## src/rtl/universal_counter_pkg.sv

```systemverilog
// universal_counter_pkg: shared direction encodings and prescaler width for universal_counter
package universal_counter_pkg;
  localparam logic MODE_UP   = 1'b0;
  localparam logic MODE_DOWN = 1'b1;
  localparam int   PRESCALE_W = 16;
endpackage

```

## src/rtl/universal_counter_prescaler.sv

```systemverilog
// universal_counter_prescaler: clock-enable divider; ports clk, rst_n, en, clr (load), prescale in; tick, prescale_reg out
module universal_counter_prescaler
  import universal_counter_pkg::*;
(
  input  logic                  clk,
  input  logic                  rst_n,
  input  logic                  en,
  input  logic                  clr,
  input  logic [PRESCALE_W-1:0] prescale,
  output logic                  tick,
  output logic [PRESCALE_W-1:0] prescale_reg
);
  logic [PRESCALE_W-1:0] prescale_reg_q, prescale_reg_d;
  always_comb begin
    tick = en && !clr && (prescale_reg_q >= prescale);
    prescale_reg_d = (clr || tick) ? '0 : en ? prescale_reg_q + 1'b1 : prescale_reg_q;
  end
  always_ff @(posedge clk or negedge rst_n)
    if (!rst_n) prescale_reg_q <= '0;
    else prescale_reg_q <= prescale_reg_d;
  assign prescale_reg = prescale_reg_q;
endmodule

```

## src/rtl/universal_counter.sv

```systemverilog
// universal_counter: prescaled up/down counter with load, auto-reload and done pulse; ports clk, rst_n, en, load, mode, auto_reload, prescale, preset in; count, done out
module universal_counter
  import universal_counter_pkg::*;
#(
  parameter int WIDTH = 8
) (
  input  logic                  clk,
  input  logic                  rst_n,
  input  logic                  en,
  input  logic                  load,
  input  logic                  mode,
  input  logic                  auto_reload,
  input  logic [PRESCALE_W-1:0] prescale,
  input  logic [WIDTH-1:0]      preset,
  output logic [WIDTH-1:0]      count,
  output logic                  done
);
  logic [PRESCALE_W-1:0] prescale_reg;
  logic                  tick, step, at_term;
  logic [WIDTH-1:0]      count_q, count_d;
  logic                  done_q, done_d, halted_q, halted_d;
  universal_counter_prescaler u_prescaler (
    .clk          (clk),
    .rst_n        (rst_n),
    .en           (en),
    .clr          (load),
    .prescale     (prescale),
    .tick         (tick),
    .prescale_reg (prescale_reg)
  );
  always_comb begin
    at_term  = (mode == MODE_DOWN) ? (count_q == '0) : (count_q == preset);
    step     = tick && !halted_q;
    done_d   = step && at_term;
    halted_d = load ? 1'b0 : (done_d && !auto_reload) ? 1'b1 : halted_q;
    count_d  = load ? preset
             : !step ? count_q
             : !at_term ? ((mode == MODE_DOWN) ? count_q - 1'b1 : count_q + 1'b1)
             : !auto_reload ? count_q
             : (mode == MODE_DOWN) ? preset : '0;
  end
  always_ff @(posedge clk or negedge rst_n)
    if (!rst_n) begin
      count_q  <= '0;
      done_q   <= 1'b0;
      halted_q <= 1'b0;
    end else begin
      count_q  <= count_d;
      done_q   <= done_d;
      halted_q <= halted_d;
    end
  assign count = count_q;
  assign done  = done_q;
endmodule

```

## config.mk

```make
export PLATFORM = sky130hd
export DESIGN_NAME = universal_counter
export DESIGN_NICKNAME = d
export VERILOG_FILES = /design/src/rtl/universal_counter_pkg.sv /design/src/rtl/universal_counter_prescaler.sv /design/src/rtl/universal_counter.sv
export SDC_FILE = /design/constraint.sdc
export NUM_CORES = 1
export LEC_CHECK = 0
export CAP_MARGIN = 20
export CORE_MARGIN = 10
export CORE_UTILIZATION = 57
export CTS_CLUSTER_SIZE = 8
export DETAILED_ROUTE_END_ITERATION = 8
export GPL_ROUTABILITY_DRIVEN = 1
export PLACE_DENSITY_LB_ADDON = 0.1
export SETUP_SLACK_MARGIN = 0.05
export SLEW_MARGIN = 10
export SYNTH_ARGS = -nofsm -noshare
export SYNTH_HDL_FRONTEND = slang
export SYNTH_SLANG_ARGS = --single-unit
```

## constraint.sdc

```tcl
create_clock -name clk -period 4.35 [get_ports clk]
set_clock_uncertainty 0.2 [all_clocks]
set_input_delay 0.87 -clock clk [delete_from_list [all_inputs] [get_ports clk]]
set_output_delay 0.87 -clock clk [all_outputs]
set_load 0.02 [all_outputs]
```

==> results of run 1 <==
-- metal layers --
metal  share of wire [%]  up-vias  wire (um)
met5                   0        -          0
met4                0.40        0         20
met3                 6.7        2        339
met2                  46       49       2320
met1                  47      888       2350
li1                    -      949          -
-- stage by stage --
step           instances  area (um2)
2_1_floorplan        240        2130
4_1_cts              332        2660
5_1_grt              332        2660
3_3_place_gp         328        2580
3_5_place_dp         328        2580
6_report             332        2660
-- cells in the final DEF, fill, tap and decap left out, types with 2 or more instances in the layout --
cell | netlist | final
a2111oi_0 | 2 | 2
a21o_1 | 6 | 6
a21oi_1 | 14 | 14
a22o_1 | 3 | 3
and3_1 | 2 | 2
and4_1 | 2 | 2
buf_4 | 0 | 2
clkbuf_8 | 0 | 3
clkdlybuf4s50_1 | 0 | 38
dfrtp_1 | 26 | 26
ha_1 | 23 | 23
inv_1 | 26 | 26
mux2_2 | 6 | 6
mux2i_1 | 3 | 3
nand2_1 | 23 | 23
nand3_1 | 5 | 5
nand4_1 | 8 | 8
nor2_1 | 25 | 25
nor3_1 | 2 | 2
nor4_1 | 3 | 3
o211ai_1 | 2 | 2
o21a_1 | 5 | 5
o21ai_0 | 10 | 10
xnor2_1 | 8 | 8
xor2_1 | 14 | 14
-- how the worst max path moves through the flow --
stage	startpoint	endpoint	slack, ps
floorplan	prescale[15]	count[2]	1240
global route	prescale[13]	count[6]	660
detailed placement	prescale[15]	count[6]	570
global placement	prescale[15]	count[6]	610
finish	prescale[15]	count[6]	860
CTS	prescale[15]	count[6]	850
-- synthesized netlist by cell type, drive strengths merged --
cell,n
or4,1
and2,1
and3,2
a21boi,1
ha,23
dfrtp,26
a211o,1
xor2,14
o221ai,1
a2111oi,4
nor2b,1
nand4,9
mux2i,3
a31oi,1
nand2,23
nor3,2
nand3,5
o31a,1
fa,1
o41ai,1
a21o,6
o21a,5
nor4,3
a21oi,14
o211ai,2
a22oi,1
o311ai,1
a22o,3
a211oi,1
inv,26
mux2,6
nor3b,1
o2111ai,1
o21ai,10
nor2,25
nand2b,1
and4,2
xnor2,8
a2bb2oi,1
o31ai,2
-- power groups by stage --
stage	registers [uW]	clock network, uW	logic [uW]
2_1_floorplan	339	0	211
3_3_place_gp	320	0	365
3_5_place_dp	319	0	373
4_1_cts	315	203	376
5_1_grt	319	213	418
6_report	316	203	375
-- cell families (layout without fill, tap and decap cells) --
| logic type | after synthesis | in the layout |
|---|---|---|
| AO/OA/AOI/OAI | 57 | 57 |
| XOR/XNOR | 22 | 22 |
| adder cells (fa/ha/maj) | 24 | 24 |
| buffers and inverters | 26 | 70 |
| flip-flops | 26 | 26 |
| multiplexers | 9 | 9 |
| AND/OR/NAND/NOR | 76 | 76 |
-- critical path: cells and delay by family --
kind | cells | cell delay [ps]
simple gates | 2 | 290
buf+inv | 2 | 490
fa+ha+maj | 1 | 320
compound gates | 3 | 1100
mux | 1 | 390
-- cell type report --
class	count	share of cell area (%)
tap	48	2.26
clock inverter	1	1.13
multi-input combinational	188	52.0
timing repair buffer	40	14.9
sequential	26	24.5
inverter	26	3.67
clock buffer	3	1.55
==> impl_metrics.env, run 1 <==
export IMPL_grt_first_pass_wirelength_um=8480
export IMPL_drc=0
export IMPL_r2r_end="count[6]"
export IMPL_yosys_area_share_simple_pct=16.9
export IMPL_yosys_area_top_type="dfrtp_1"
export IMPL_synth_top_family_by_area="compound AO/OA/AOI/OAI gates"
export IMPL_grtUsageMet2_pct=25.9
export IMPL_grt_max_degree=27
export IMPL_largest_reg_flops=16
export IMPL_ios=39
export IMPL_hold_end="u_prescaler.prescale_reg[14]"
export IMPL_synth_fa_ha_area_share_pct=14.5
export IMPL_ir_drop_mv=0.330
export IMPL_detailed_place_hpwl_um=3960
export IMPL_period_share_pct=80.2
export IMPL_cp_cell_sequence="clkdlybuf4s50_1 > inv_1 > ha_1 > nand4_2 > a2111oi_4 > nand2_1 > o21a_1 > o31ai_4 > mux2_2"
export IMPL_synthDistinctLibCells=44
export IMPL_rsz0062_at_grt="false"
export IMPL_cts_tree="done"
export IMPL_min_from="u_prescaler.prescale_reg[14]"
export IMPL_worstSetupStartpointType="primary input"
export IMPL_clockBufferDepth=2
export IMPL_ys_ff_latch=26
export IMPL_drive_gt1_share_pct=5.63
export IMPL_finalPower_uw=893
export IMPL_dieArea_mm2=0.00658
export IMPL_cts_buffers=3
export IMPL_critical_path_max_stage_delay_ps=460
export IMPL_p_int_uw=582
export IMPL_cts_sinks=26
export IMPL_antenna_found_initial=0
export IMPL_syn_area_per_cell_um2=8.87
export IMPL_slew_violations=0
export IMPL_num_rows=22
export IMPL_worstSetupPathType="in2reg"
export IMPL_seqPwrFrac_pct=35.4
export IMPL_place_gp_congestion=0.820
export IMPL_p_leak_uw=0.00124
export IMPL_yosysTopAreaCellShare_pct=30.6
export IMPL_cts_clk_slew_worst_paths_ps=100
export IMPL_coreArea_mm2=0.00363
export IMPL_fin_crit_ps=3490
export IMPL_synth_xor_xnor_area_share_pct=9.05
export IMPL_grt_overflow=0
export IMPL_cpMaxStageDelayCell="o31ai_4"
export IMPL_dr_pass1_iters=4
export IMPL_grt_use_met1_pct=20.6
export IMPL_grt_pass1_vias=1850
export IMPL_area_growth_pct=24.7
export IMPL_hold_buffers=0
export IMPL_combPwrFrac_pct=41.9
export IMPL_pre_cts_ws_ps=569
export IMPL_wl_per_cell_um=15.2
export IMPL_hold_ws_ps=346
export IMPL_rr_startpoint="u_prescaler.prescale_reg[13]"
export IMPL_cts_root_buf="clkbuf_8"
export IMPL_worstPathArrival_ps=3450
export IMPL_hold_path_class="reg2reg"
export IMPL_worst_pin_slew_ps=598
export IMPL_multiInputGateArea_mm2=0.00138
export IMPL_max_freq_mhz=287
export IMPL_clk_insertion_delay_late_ps=270
export IMPL_maxCapViolations=0
export IMPL_cp_max_fo=8
export IMPL_finalSetupViolations=0
export IMPL_met3_usage_pct=3.09
export IMPL_numPortBuffers=38
export IMPL_busiest_layer="met2"
export IMPL_fp_dieW_um=81.1
export IMPL_vias=1888
export IMPL_grt_usage_pct=15.7
export IMPL_seqCellArea_um2=651
export IMPL_power_density_mw_per_mm2=336
export IMPL_outcome="complete, no violations"
export IMPL_yosysSeqAreaShare_pct=30.6
export IMPL_fin_tns_setup_ps=0
export IMPL_synthCells=240
export IMPL_die_y_um=81.1
export IMPL_holdPathStages=1
export IMPL_dr_first_iter_drc_count=160
export IMPL_p_sw_uw=311
export IMPL_final_setup_worst_slack_ps=860
export IMPL_post_cts_setup_buffers=0
export IMPL_hold_violations=0
export IMPL_maxSlewHeadroom_pct=60.0
export IMPL_cp_end_kind="register"
export IMPL_synth_area_top_cells="dfrtp_1 31%, ha_1 14%, xor2_1 5.8%"
export IMPL_reg2regPathDepth=7
export IMPL_nNetsFinal=339
export IMPL_power_frac_clock_pct=22.7
export IMPL_required_ps=4310
export IMPL_yosys_warnings=0
export IMPL_ctsResizeCount=0
export IMPL_synth_compound_area_share_pct=19.9
export IMPL_rrSetupSlack_ps=1470
export IMPL_syn_num_nets=294
export IMPL_start_util_pct=58.6
export IMPL_swShare_pct=34.8
export IMPL_routed_via_density=5.69
export IMPL_final_util_pct=73.1
export IMPL_synth_mux_area_share_pct=4.58
export IMPL_htreeDepth=1
export IMPL_antennaDiodeCount=0
export IMPL_wl_um=5040
export IMPL_final_antenna_net_count=0
export IMPL_final_fill_count=284
export IMPL_syn_cell_area_mm2=0.00213
(Power assumes the default switching activity.)
==> inputs of run 2 (changes only) <==
--- a/config.mk
+++ b/config.mk
@@ -7,7 +7,7 @@
 export LEC_CHECK = 0
 export CAP_MARGIN = 20
 export CORE_MARGIN = 10
-export CORE_UTILIZATION = 57
+export CORE_UTILIZATION = 48
 export CTS_CLUSTER_SIZE = 8
 export DETAILED_ROUTE_END_ITERATION = 8
 export GPL_ROUTABILITY_DRIVEN = 1
==> constraint.sdc (replaced) <==
create_clock -name clk -period 3 [get_ports clk]
set_clock_uncertainty 0.2 [all_clocks]
set_input_delay 0.6 -clock clk [delete_from_list [all_inputs] [get_ports clk]]
set_output_delay 0.6 -clock clk [all_outputs]
set_load 0.02 [all_outputs]
==> impl_metrics.env, run 2 (synthesized netlist as in run 1, its figures left out) <==
export IMPL_outcome="complete, no violations"
export IMPL_rr_startpoint="u_prescaler.prescale_reg[5]"
export IMPL_cp_max_fo=4
export IMPL_cts_root_buf="clkbuf_8"
export IMPL_hold_path_class="reg2reg"
export IMPL_clockBufferDepth=2
export IMPL_grt_use_met1_pct=21.0
export IMPL_worstSetupPathType="in2reg"
export IMPL_dr_pass1_iters=4
export IMPL_finalSetupViolations=0
export IMPL_dr_first_iter_drc_count=143
export IMPL_worstSetupStartpointType="primary input"
export IMPL_largest_reg_flops=16
export IMPL_final_antenna_net_count=0
export IMPL_drive_gt1_share_pct=17.9
export IMPL_drc=0
export IMPL_start_util_pct=49.2
export IMPL_period_share_pct=94.5
export IMPL_max_freq_mhz=353
export IMPL_final_area_mm2=0.00296
export IMPL_power_density_mw_per_mm2=447
export IMPL_clk_insertion_delay_late_ps=270
export IMPL_cts_sinks=26
export IMPL_hold_ws_ps=372
export IMPL_routed_via_density=5.52
export IMPL_area_growth_pct=38.8
export IMPL_finalNonFillerCells=359
export IMPL_dieArea_mm2=0.00750
export IMPL_mostFrequentLayoutCell="clkdlybuf4s50_1"
export IMPL_wl_um=5950
export IMPL_final_cell_mix="29 x clkdlybuf4s50_1, 26 x dfrtp_1, 25 x nor2_1, 22 x buf_4, 21 x nand2_1"
export IMPL_final_setup_worst_slack_ps=165
export IMPL_min_from="halted_q"
export IMPL_met3_usage_pct=3.47
export IMPL_required_ps=3020
export IMPL_hold_buffers=0
export IMPL_wl_per_cell_um=16.6
export IMPL_place_gp_congestion=0.836
export IMPL_grt_usage_pct=15.2
export IMPL_maxCapViolations=0
export IMPL_cp_cell_sequence="clkdlybuf4s50_1 > inv_1 > ha_1 > a21oi_1 > o21a_1 > o21ai_0 > a2111oi_2 > buf_2 > a21o_1 > a22o_1"
export IMPL_grtUsageMet2_pct=23.8
export IMPL_placed_cell_area_mm2=0.00273
export IMPL_nNetsFinal=362
export IMPL_detailed_place_hpwl_um=4280
export IMPL_cts_buffers=3
export IMPL_ir_drop_mv=0.319
export IMPL_p_leak_uw=0.00141
export IMPL_fin_crit_ps=2840
export IMPL_grt_first_pass_wirelength_um=9650
export IMPL_grt_pass1_vias=1971
export IMPL_startpoint="prescale[11]"
export IMPL_slew_violations=0
export IMPL_cp_end_kind="register"
export IMPL_cts_tree="done"
export IMPL_ios=39
export IMPL_numPortBuffers=38
export IMPL_worst_pin_slew_ps=455
export IMPL_pre_cts_ws_ps=-382
export IMPL_num_rows=24
export IMPL_maxSlewHeadroom_pct=69.6
export IMPL_htreeDepth=1
export IMPL_reg2regPathDepth=8
export IMPL_die_y_um=86.6
export IMPL_worstPathArrival_ps=2850
export IMPL_vias=1980
export IMPL_grt_overflow=0
export IMPL_antenna_found_initial=0
export IMPL_coreArea_mm2=0.00432
export IMPL_fp_dieW_um=86.6
export IMPL_holdPathStages=1
export IMPL_busiest_layer="met2"
export IMPL_dp_cells=350
export IMPL_cts_clk_slew_worst_paths_ps=100
export IMPL_critical_path_max_stage_delay_ps=450
export IMPL_grt_max_degree=27
export IMPL_hold_violations=0
export IMPL_cpMaxStageDelayCell="clkdlybuf4s50_1"
export IMPL_rrSetupSlack_ps=370
export IMPL_antennaDiodeCount=0
## run 2: changes by cell type in the layout (fill, tap and decap cells not counted), sizes merged
| cell | before | now |
|---|---|---|
| buf | 2 | 25 |
| bufinv | 1 | 0 |
| clkbuf | 3 | 4 |
| clkdlybuf4s50 | 38 | 29 |
| dlygate4sd2 | 0 | 3 |
| dlymetal6s2s | 0 | 6 |
## run 2: repair_timing
action	in CTS	in global routing
hold endpoints to repair	0	0
endpoints found under the setup margin	8	12
resized for setup	12	24
pin swaps	7	9
gates cloned	0	1
buffers inserted	2	2
## run 2: worst paths after layout
path	to
max	u_prescaler.prescale_reg[7]
min	done
max reg2reg	count[7]
min reg2reg	done
max in group asynchronous	u_prescaler.prescale_reg[6]
min in group asynchronous	count[1]
## run 2: cell type report
class / count / area [um2]
Sequential cell: 26 / 651
Clock buffer: 4 / 55.1
Multi-Input combinational cell: 188 / 1500
Inverter: 26 / 97.6
Timing Repair Buffer: 63 / 584
Fill cell: 348 / 1370
Tap cell: 52 / 65.1
## run 2: metrics by stage
step | utilization (%) | setup TNS, ps | power (uW)
6_report | 68.3 | 0 | 1320
4_1_cts | 65.5 | 0 | 1310
3_3_place_gp | 63.0 | -2470 | 1030
5_1_grt | 68.3 | -53.1 | 1410
3_5_place_dp | 63.0 | -3250 | 1050
2_1_floorplan | - | 0 | 798
## run 2: layer usage
layer / share of wire, % / wire length [um]
met5: 0 / 0
met4: 0.59 / 35
met1: 48 / 2860
met3: 4.3 / 258
met2: 47 / 2790
## run 2: report_power, final
group / leakage, uW / switching, uW / total [uW] / internal (uW)
clock network: 0.0000288 / 119 / 237 / 118
registers: 0.000346 / 68.9 / 458 / 389
logic: 0.00104 / 295 / 626 / 331
## run 2: worst max-delay path, delay by kind of cell
family,cells,cell delay (ps)
compound gates,6,1180
buf+inv,3,730
fa+ha+maj,1,330
